**src/rtl/gol_sched_pkg.sv**
```systemverilog
// Shared types for the Game-of-Life generation scheduler.
package gol_sched_pkg;

  typedef enum logic [2:0] {
    IDLE      = 3'd0,
    LOAD_KICK = 3'd1,
    LOAD_WAIT = 3'd2,
    READY     = 3'd3,
    EVO_KICK  = 3'd4,
    EVO_WAIT  = 3'd5,
    SWAP      = 3'd6,
    ERROR     = 3'd7
  } state_e;

  localparam int DEF_TIMEOUT = 2**20;

endpackage

```
**src/rtl/toggle_handshake.sv**
```systemverilog
// Toggle-start / level-finish handshake for one engine, with a cycles-waiting count.
module toggle_handshake #(
  parameter int CNT_W = 21
) (
  input  logic             clk,
  input  logic             rst_n,
  input  logic             kick,
  input  logic             waiting,
  input  logic             finish,
  output logic             start,
  output logic             done,
  output logic [CNT_W-1:0] wait_cnt
);

  logic armed;

  // A finish level left high by the previous pass only counts once it has dropped.
  always_ff @(posedge clk or negedge rst_n) begin
    if (!rst_n) begin
      start    <= 1'b0;
      armed    <= 1'b0;
      wait_cnt <= '0;
    end else if (kick) begin
      start    <= ~start;
      armed    <= 1'b0;
      wait_cnt <= '0;
    end else if (waiting) begin
      if (!finish) armed <= 1'b1;
      wait_cnt <= wait_cnt + 1'b1;
    end
  end

  assign done = armed & finish;

endmodule

```
**src/rtl/gen_scheduler.sv**
```systemverilog
// Sequencer: loads the initial pattern, then paces evolve passes and owns the ping-pong select.
module gen_scheduler
  import gol_sched_pkg::*;
#(
  parameter int PERIOD_W = 24,
  parameter int TIMEOUT  = DEF_TIMEOUT,
  parameter int GEN_W    = 16
) (
  input  logic                clk,
  input  logic                rst_n,
  input  logic                run_en,
  input  logic                step_req,
  input  logic                reload_req,
  input  logic [PERIOD_W-1:0] period,
  output logic                init_start,
  input  logic                init_finish,
  output logic                evo_start,
  input  logic                evo_finish,
  output logic                buf_sel,
  output logic [GEN_W-1:0]    gen_count,
  output logic                busy,
  output logic                error,
  output logic [2:0]          state_o
);

  localparam int WD_W = $clog2(TIMEOUT + 1);
  localparam logic [WD_W-1:0] WD_LAST = WD_W'(TIMEOUT - 1);

  state_e              state;
  logic [PERIOD_W-1:0] tick;
  logic [PERIOD_W-1:0] per_m1;
  logic                run_fire;
  logic                reload_pend;
  logic                init_done, evo_done;
  logic [WD_W-1:0]     init_wd, evo_wd;

  assign per_m1   = (period == '0) ? '0 : period - 1'b1;
  assign run_fire = run_en && (tick >= per_m1);

  toggle_handshake #(.CNT_W(WD_W)) u_init (
    .clk      (clk),
    .rst_n    (rst_n),
    .kick     (state == LOAD_KICK),
    .waiting  (state == LOAD_WAIT),
    .finish   (init_finish),
    .start    (init_start),
    .done     (init_done),
    .wait_cnt (init_wd)
  );

  toggle_handshake #(.CNT_W(WD_W)) u_evo (
    .clk      (clk),
    .rst_n    (rst_n),
    .kick     (state == EVO_KICK),
    .waiting  (state == EVO_WAIT),
    .finish   (evo_finish),
    .start    (evo_start),
    .done     (evo_done),
    .wait_cnt (evo_wd)
  );

  // The tick runs in every state while run_en is high, so the start-to-start
  // spacing stays at the programmed period regardless of pass length.
  always_ff @(posedge clk or negedge rst_n) begin
    if (!rst_n) begin
      state       <= IDLE;
      buf_sel     <= 1'b0;
      gen_count   <= '0;
      error       <= 1'b0;
      tick        <= '0;
      reload_pend <= 1'b0;
    end else begin
      if (run_en && tick != '1) tick <= tick + 1'b1;
      case (state)
        IDLE: state <= LOAD_KICK;
        LOAD_KICK: begin
          buf_sel     <= 1'b0;
          gen_count   <= '0;
          tick        <= '0;
          reload_pend <= 1'b0;
          state       <= LOAD_WAIT;
        end
        LOAD_WAIT: begin
          if (init_done) state <= READY;
          else if (init_wd == WD_LAST) begin
            state <= ERROR;
            error <= 1'b1;
          end
        end
        READY: begin
          if (reload_req || reload_pend) state <= LOAD_KICK;
          else if (!run_en && step_req) state <= EVO_KICK;
          else if (run_fire) begin
            tick  <= '0;
            state <= EVO_KICK;
          end
        end
        EVO_KICK: begin
          if (reload_req) reload_pend <= 1'b1;
          state <= EVO_WAIT;
        end
        EVO_WAIT: begin
          if (evo_done) begin
            state       <= (reload_pend || reload_req) ? LOAD_KICK : SWAP;
            reload_pend <= 1'b0;
          end else if (evo_wd == WD_LAST) begin
            state <= ERROR;
            error <= 1'b1;
          end else if (reload_req) begin
            reload_pend <= 1'b1;
          end
        end
        SWAP: begin
          buf_sel   <= ~buf_sel;
          gen_count <= gen_count + 1'b1;
          if (reload_req) reload_pend <= 1'b1;
          state     <= READY;
        end
        ERROR: begin
          if (reload_req) begin
            error <= 1'b0;
            state <= LOAD_KICK;
          end
        end
        default: state <= IDLE;
      endcase
    end
  end

  assign busy    = state inside {LOAD_KICK, LOAD_WAIT, EVO_KICK, EVO_WAIT};
  assign state_o = state;

endmodule
```
**config.mk**
```make
export PLATFORM = sky130hd
export DESIGN_NAME = gen_scheduler
export DESIGN_NICKNAME = d
export VERILOG_FILES = /design/src/rtl/gol_sched_pkg.sv /design/src/rtl/toggle_handshake.sv /design/src/rtl/gen_scheduler.sv
export SDC_FILE = /design/constraint.sdc
export NUM_CORES = 1
export LEC_CHECK = 0
export CORE_AREA = 2 2 102 104
export DETAILED_ROUTE_END_ITERATION = 7
export DIE_AREA = 0 0 104 106
export DONT_BUFFER_PORTS = 1
export GPL_ROUTABILITY_DRIVEN = 0
export PLACE_DENSITY = 0.77
export SETUP_SLACK_MARGIN = 0.05
export SYNTH_ARGS = -nofsm -noshare
export SYNTH_HDL_FRONTEND = slang
export SYNTH_SLANG_ARGS = --single-unit
```
**constraint.sdc**
```tcl
create_clock -name clk -period 6.2 [get_ports clk]
set_input_delay 0.62 -clock clk [delete_from_list [all_inputs] [get_ports clk]]
set_output_delay 0.62 -clock clk [all_outputs]
set_load 0.01 [all_outputs]
```
; ---- Yosys cells after proc, flatten, opt, wreduce, memory -nomap -nowiden
; Index checks and enable logic that the tools add are counted.
[totals]
register_bits = 92
latch_bits = 0
ramBits = 0
mem_bits_ro = 0
inputBits = 31
output_inout_bits = 24
elab_cells = 101
memories = 0
[classes]
n_addsub = 5
n_mul = 0
n_div = 0
n_lt_le_gt_ge = 1
n_eq_ne = 21
shifts = 0
muxes = 38
n_bitwise = 5
reduce_logical = 19
[ops]
columns = cell, n
row1 = 2-to-1 mux 24 bit, 5
row2 = 2-to-1 mux 21 bit, 4
row3 = case mux 24 bit (2 select lines), 1
row4 = "adder 21 x 1 -> 21 bit, second input constant", 2
row5 = "== test 21 x 20 -> 1 bit, second input constant", 2
row6 = case mux 16 bit (2 select lines), 1
row7 = 2-to-1 mux 3 bit, 9
row8 = "adder 24 x 1 -> 24 bit, second input constant", 1
row9 = greater-or-equal comparator 24 bit, 1
row10 = zero test 24 bit, 1
row11 = "inequality test 24 bit, second input constant", 1
row12 = case mux 3 bit (8 select lines), 1
row13 = "subtractor 24 x 1 -> 24 bit, second input constant", 1
row14 = "adder 16 x 1 -> 16 bit, second input constant", 1
row15 = 2-to-1 mux 1 bit, 14
row16 = "== test 3 bit, second input constant", 4
row17 = "inequality test 2 bit, second input constant", 5
row18 = "inequality test 3 bit, second input constant", 3
row19 = "== test 3 x 2 -> 1 bit, second input constant", 2
row20 = case mux 1 bit (3 select lines), 2
row21 = AND reduction 2 bit, 3
row22 = AND reduction 6 bit, 1
row23 = nonzero test 2 bit, 3
row24 = nonzero test 3 bit, 2
row25 = other kinds (13), 19

; ---- Longest topological paths before layout
[logic_depth]
ltp_word = 8
depth_mapped = 17
mapped_depth_nobuf = 16

; ---- By module
; From an unflattened synthesis, not the netlist that was laid out.
[hier_totals]
hier_cells = 668
area_unflattened_um2 = 5989.5
[modules_own_cells]
columns = module, instances, cells_per_inst, area_per_inst_um2, seq_area_each_um2
row1 = gen_scheduler, 1, 440, 3689.8, 1151.1
row2 = toggle_handshake, 2, 114, 1149.9, 575.6

; ---- Worst setup path after synthesis
; Ideal clock, no wire load.
[synth_timing]
path_kind = input port to flip-flop
startpoint = in period[7]
endpoint = reg tick[10]
setup_time_ns = 0.132
arrival_ns = 3.702
required_time_ns = 6.068
setup_slack_ns = 2.366
stages = 16
n_path_buf = 1
path_cell_list = nor4_1 > nand2b_1 > nor4_1 > nand4_1 > nor3b_1 > xor2_1 > nand2_1 > ha_1 > nand4_1 > nor3_1 > nand3_1 > o211ai_1 > nor2_1 > o21ai_1 > clkbuf_1 > nor2_1
[synth_via]
elab_chain_len = 8
word_cells_on_any_way = 9
cone_classes = add/sub: 1 / order compare: 1 / mux: 5 / reduce/logical: 2
[synth_lines]
columns = element, line_no
row1 = from (decl), gen_scheduler.sv:14  ; input logic [PERIOD_W-1:0] period,
row2 = subtractor 24 x 1 -> 24 bit or zero test 24 bit (tied branches), gen_scheduler.sv:37  ; assign per_m1 = (period == '0) ? '0 : period - 1'b1;
row3 = 2-to-1 mux 24 bit *, gen_scheduler.sv:37
row4 = greater-or-equal comparator 24 bit *, gen_scheduler.sv:38  ; assign run_fire = run_en && (tick >= per_m1);
row5 = logical AND 1 bit *, gen_scheduler.sv:38
row6 = 2-to-1 mux 24 bit *, gen_scheduler.sv:93  ; else if (run_fire) begin
row7 = 2-to-1 mux 24 bit *, gen_scheduler.sv:92  ; else if (!run_en && step_req) state <= EVO_KICK;
row8 = 2-to-1 mux 24 bit *, gen_scheduler.sv:91  ; if (reload_req || reload_pend) state <= LOAD_KICK;
row9 = case mux 24 bit (2 select lines) *, gen_scheduler.sv:74  ; case (state)
row10 = to (signal assigned), gen_scheduler.sv:73  ; if (run_en && tick != '1) tick <= tick + 1'b1;
row11 = to (decl), gen_scheduler.sv:30  ; logic [PERIOD_W-1:0] tick;
; Mark *: on every way between the ends. The rest lies on a longest branch, timed or not.
; A chain may end at the register's enable or synchronous reset.

; ---- Worst setup path after layout
[layout_timing]
startpoint = in period[7]
endpoint = reg tick[7]
; Same word-level chain as after synthesis.

==> qor.txt <==
layout net count - 738
CP peak stage delay - 720 ps
final WL - 12.28 mm
Hold Path Class - in2async
top_reg_cell synth - dfrtp_1
worst endpoint required time - 6440 ps
Period minus WS final - 4211 ps
initial core utilization - 0.5801
Pwr Density - 276.8 nW/µm²
setup violators final - 0
Post-Layout Cell Count - 818
slew margin rel. - 0.4110
multi-input logic area - 3363 µm²
worst-skew pair later-pin latency - 360 ps
core region area - 10000 µm²
sequential cell area fraction in the yosys report - 0.3969
DRT iter0 DRCs - 300
max-cap violation count - 0
flops & latches, synth - 92
worst-case clock skew - 13.10 ps
register area - 2302 µm²
maximum vdd drop - 0.0001820 V
Pre-antenna DRT Iters - 4
Port-buffer cells - 0
critical path class - in2reg
# resized after CTS - 0
GRT Residual Overflow - 0
Fmax - 237.5 MHz
TNS Setup - 0 ps
Fin. Hold Viols - 0
die width - 104 µm
largest net degree at the start of global routing - 93
antenna cells - 0
post-synth cell types - 55
number of global-route vias before repair - 4707
Worst setup EP type - register
RSZ-0062 raised after global routing - false
Die ar. - 11020 µm²
CTS sink cnt - 92
# fillers - 875
Slew @ Worst Pin - 883.4 ps
Placed Cells - 801
GR Util All Layers - 0.2340
outcome - finished clean
Root Buffer - clkbuf_8
initial antenna violation count - 0
Slowest-stage cell, CP - nand4_1
Slew Limit Fails - 0
DR WL/cell - 15.01 µm
io pins - 55
Worst Path Max Fanout - 24
critical-path cell list - nor4_1 -> nand2b_1 -> nor4_1 -> nand4_1 -> nand2_1 -> ha_1 -> nor3_1 -> a211oi_1 -> nand3_1 -> o211ai_1 -> nor2_1 -> o21ai_1 -> buf_4 -> nor2_1
Syn Inst Count - 686
area grow syn2layout - 5.997%
routed vias - 4915
post-DR vias/cell - 6.009
layout cells sized above 1 - 0.04985
area of the mapped netlist - 5801 µm²
cell leakage power - 2.697 nW
async set or reset register ratio after synthesis - 1.000
WP data arrival - 4450 ps
yosys warns - 0
die height - 106 µm
CTS max path bufs - 2
H-tree depth - 3
Synth Net Count - 747
Syn Area/Cell - 8.456 µm²
Post-synth EDFFs - 0
DP HPWL - 9.017 mm
first-pass GRT wire length - 21.49 mm
CTS tree - built
Final Cycle Share - 0.6792
TritonCTS Buffers - 9
ANT nets after route - 0
clock slew at reported path FFs - 100 ps
Worst setup SP type - input port
drt drc - 0
Pwr Total - 1.702 mW
Cell Rows - 37
-- power breakdown --
group / total (mW) / internal, mW / switching, mW / leakage (nW)
logic: 0.465 / 0.178 / 0.287 / 1.35
clock network: 0.446 / 0.231 / 0.215 / 0.107
registers: 0.792 / 0.660 / 0.132 / 1.24
-- critical path: cells and delay by family --
family	cells	cell delay (ps)
simple gates	9	2200
compound gates	3	1050
buf+inv	1	320
fa+ha+maj	1	240
-- stage by stage --
stage	utilization	cell area [µm²]	hold slack (ps)	worst slack, ps
after floorplan	-	5801	324.4	2366
after global placement	0.5900	5899	327.3	1725
after detailed placement	0.5900	5899	327.5	1622
after CTS	0.6149	6148	183.4	1985
after global routing	0.6149	6148	186.4	1265
final	0.6149	6148	159.9	1989
-- metal layers --
| metal | global-route usage | vias to the layer above | routed length (µm) |
|---|---|---|---|
| met5 | 0 | - | 0 |
| met4 | 0.05792 | 0 | 85 |
| met3 | 0.04292 | 4 | 535 |
| met2 | 0.3971 | 119 | 6041 |
| met1 | 0.3121 | 2359 | 5619 |
| li1 | - | 2433 | - |
-- worst paths after layout --
| check | startpoint | end | slack (ps) | cells past startpoint |
|---|---|---|---|---|
| min | rst_n | u_init.wait_cnt[3] | 160 | 1 |
| max reg2reg | state_o[0] | tick[7] | 3540 | 5 |
| max | period[7] | tick[7] | 1990 | 14 |
| min reg2reg | u_init.wait_cnt[15] | u_init.wait_cnt[15] | 500 | 1 |
| min in group clk | init_finish | u_init.armed | 460 | 3 |
| max in group asynchronous | rst_n | tick[18] | 5670 | 1 |
-- cells in the mapped netlist, types with 10 or more instances --
| library cell | n | area (µm²) |
|---|---|---|
| nand2_1 | 110 | 412.9 |
| dfrtp_1 | 92 | 2302 |
| nor2_1 | 73 | 274.0 |
| o21ai_0 | 62 | 310.3 |
| nand3_1 | 50 | 250.2 |
| ha_1 | 30 | 375.4 |
| a21oi_1 | 28 | 140.1 |
| xor2_1 | 27 | 236.5 |
| nand4_1 | 22 | 137.6 |
| clkbuf_1 | 21 | 78.83 |
| nor3_1 | 19 | 95.09 |
| xnor2_1 | 18 | 157.7 |
| and3_1 | 16 | 100.1 |
| inv_1 | 11 | 41.29 |
| a31oi_1 | 10 | 62.56 |
-- layout by cell type, fill, tap and decap left out, drive strengths merged, types with 4 or more instances in the layout --
cell,instances
nand2,110
dfrtp,92
nor2,73
o21ai,63
nand3,51
ha,30
a21oi,28
xor2,27
nand4,23
nor3,20
xnor2,18
and3,16
inv,13
a31oi,10
clkbuf,10
mux2i,7
a22o,7
o31ai,7
and2,7
nor4,7
nand2b,6
and4,4
a211oi,4
o211ai,4
or4,4
buf,4
-- cell type report --
class                           count  share of cell area
Timing Repair Buffer                4            0.008140
Clock buffer                       10             0.02076
Multi-Input combinational cell    559              0.5470
Inverter                           11            0.006716
Clock inverter                      6             0.01526
Sequential cell                    92              0.3744
Tap cell                          136             0.02768
-- flip-flops by register name, indices dropped and copies added (netlist names) --
signal / count
u_evo.start: 1
reload_pend: 1
u_init.armed: 1
error: 1
u_init.wait_cnt: 21
gen_count: 16
buf_sel: 1
u_evo.wait_cnt: 21
u_evo.armed: 1
u_init.start: 1
state_o: 3
tick: 24
-- cells by family (layout without fill, tap and decap cells) --
group | Yosys count | after routing | synth area share
AOI/OAI and AO/OA | 139 | 139 | 0.1458
and+or+nand+nor | 335 | 335 | 0.2828
DFF | 92 | 92 | 0.3969
xor gates and xnor gates | 45 | 45 | 0.06795
buffers and inverters | 35 | 31 | 0.02330
adders and majority gates | 30 | 30 | 0.06471
muxes | 10 | 10 | 0.01855
-- repair_timing --
action,CTS,global route
endpoints found under the hold margin,92,0
setup buffers,0,0
hold buffers,1,0
(Power assumes the default switching activity.)
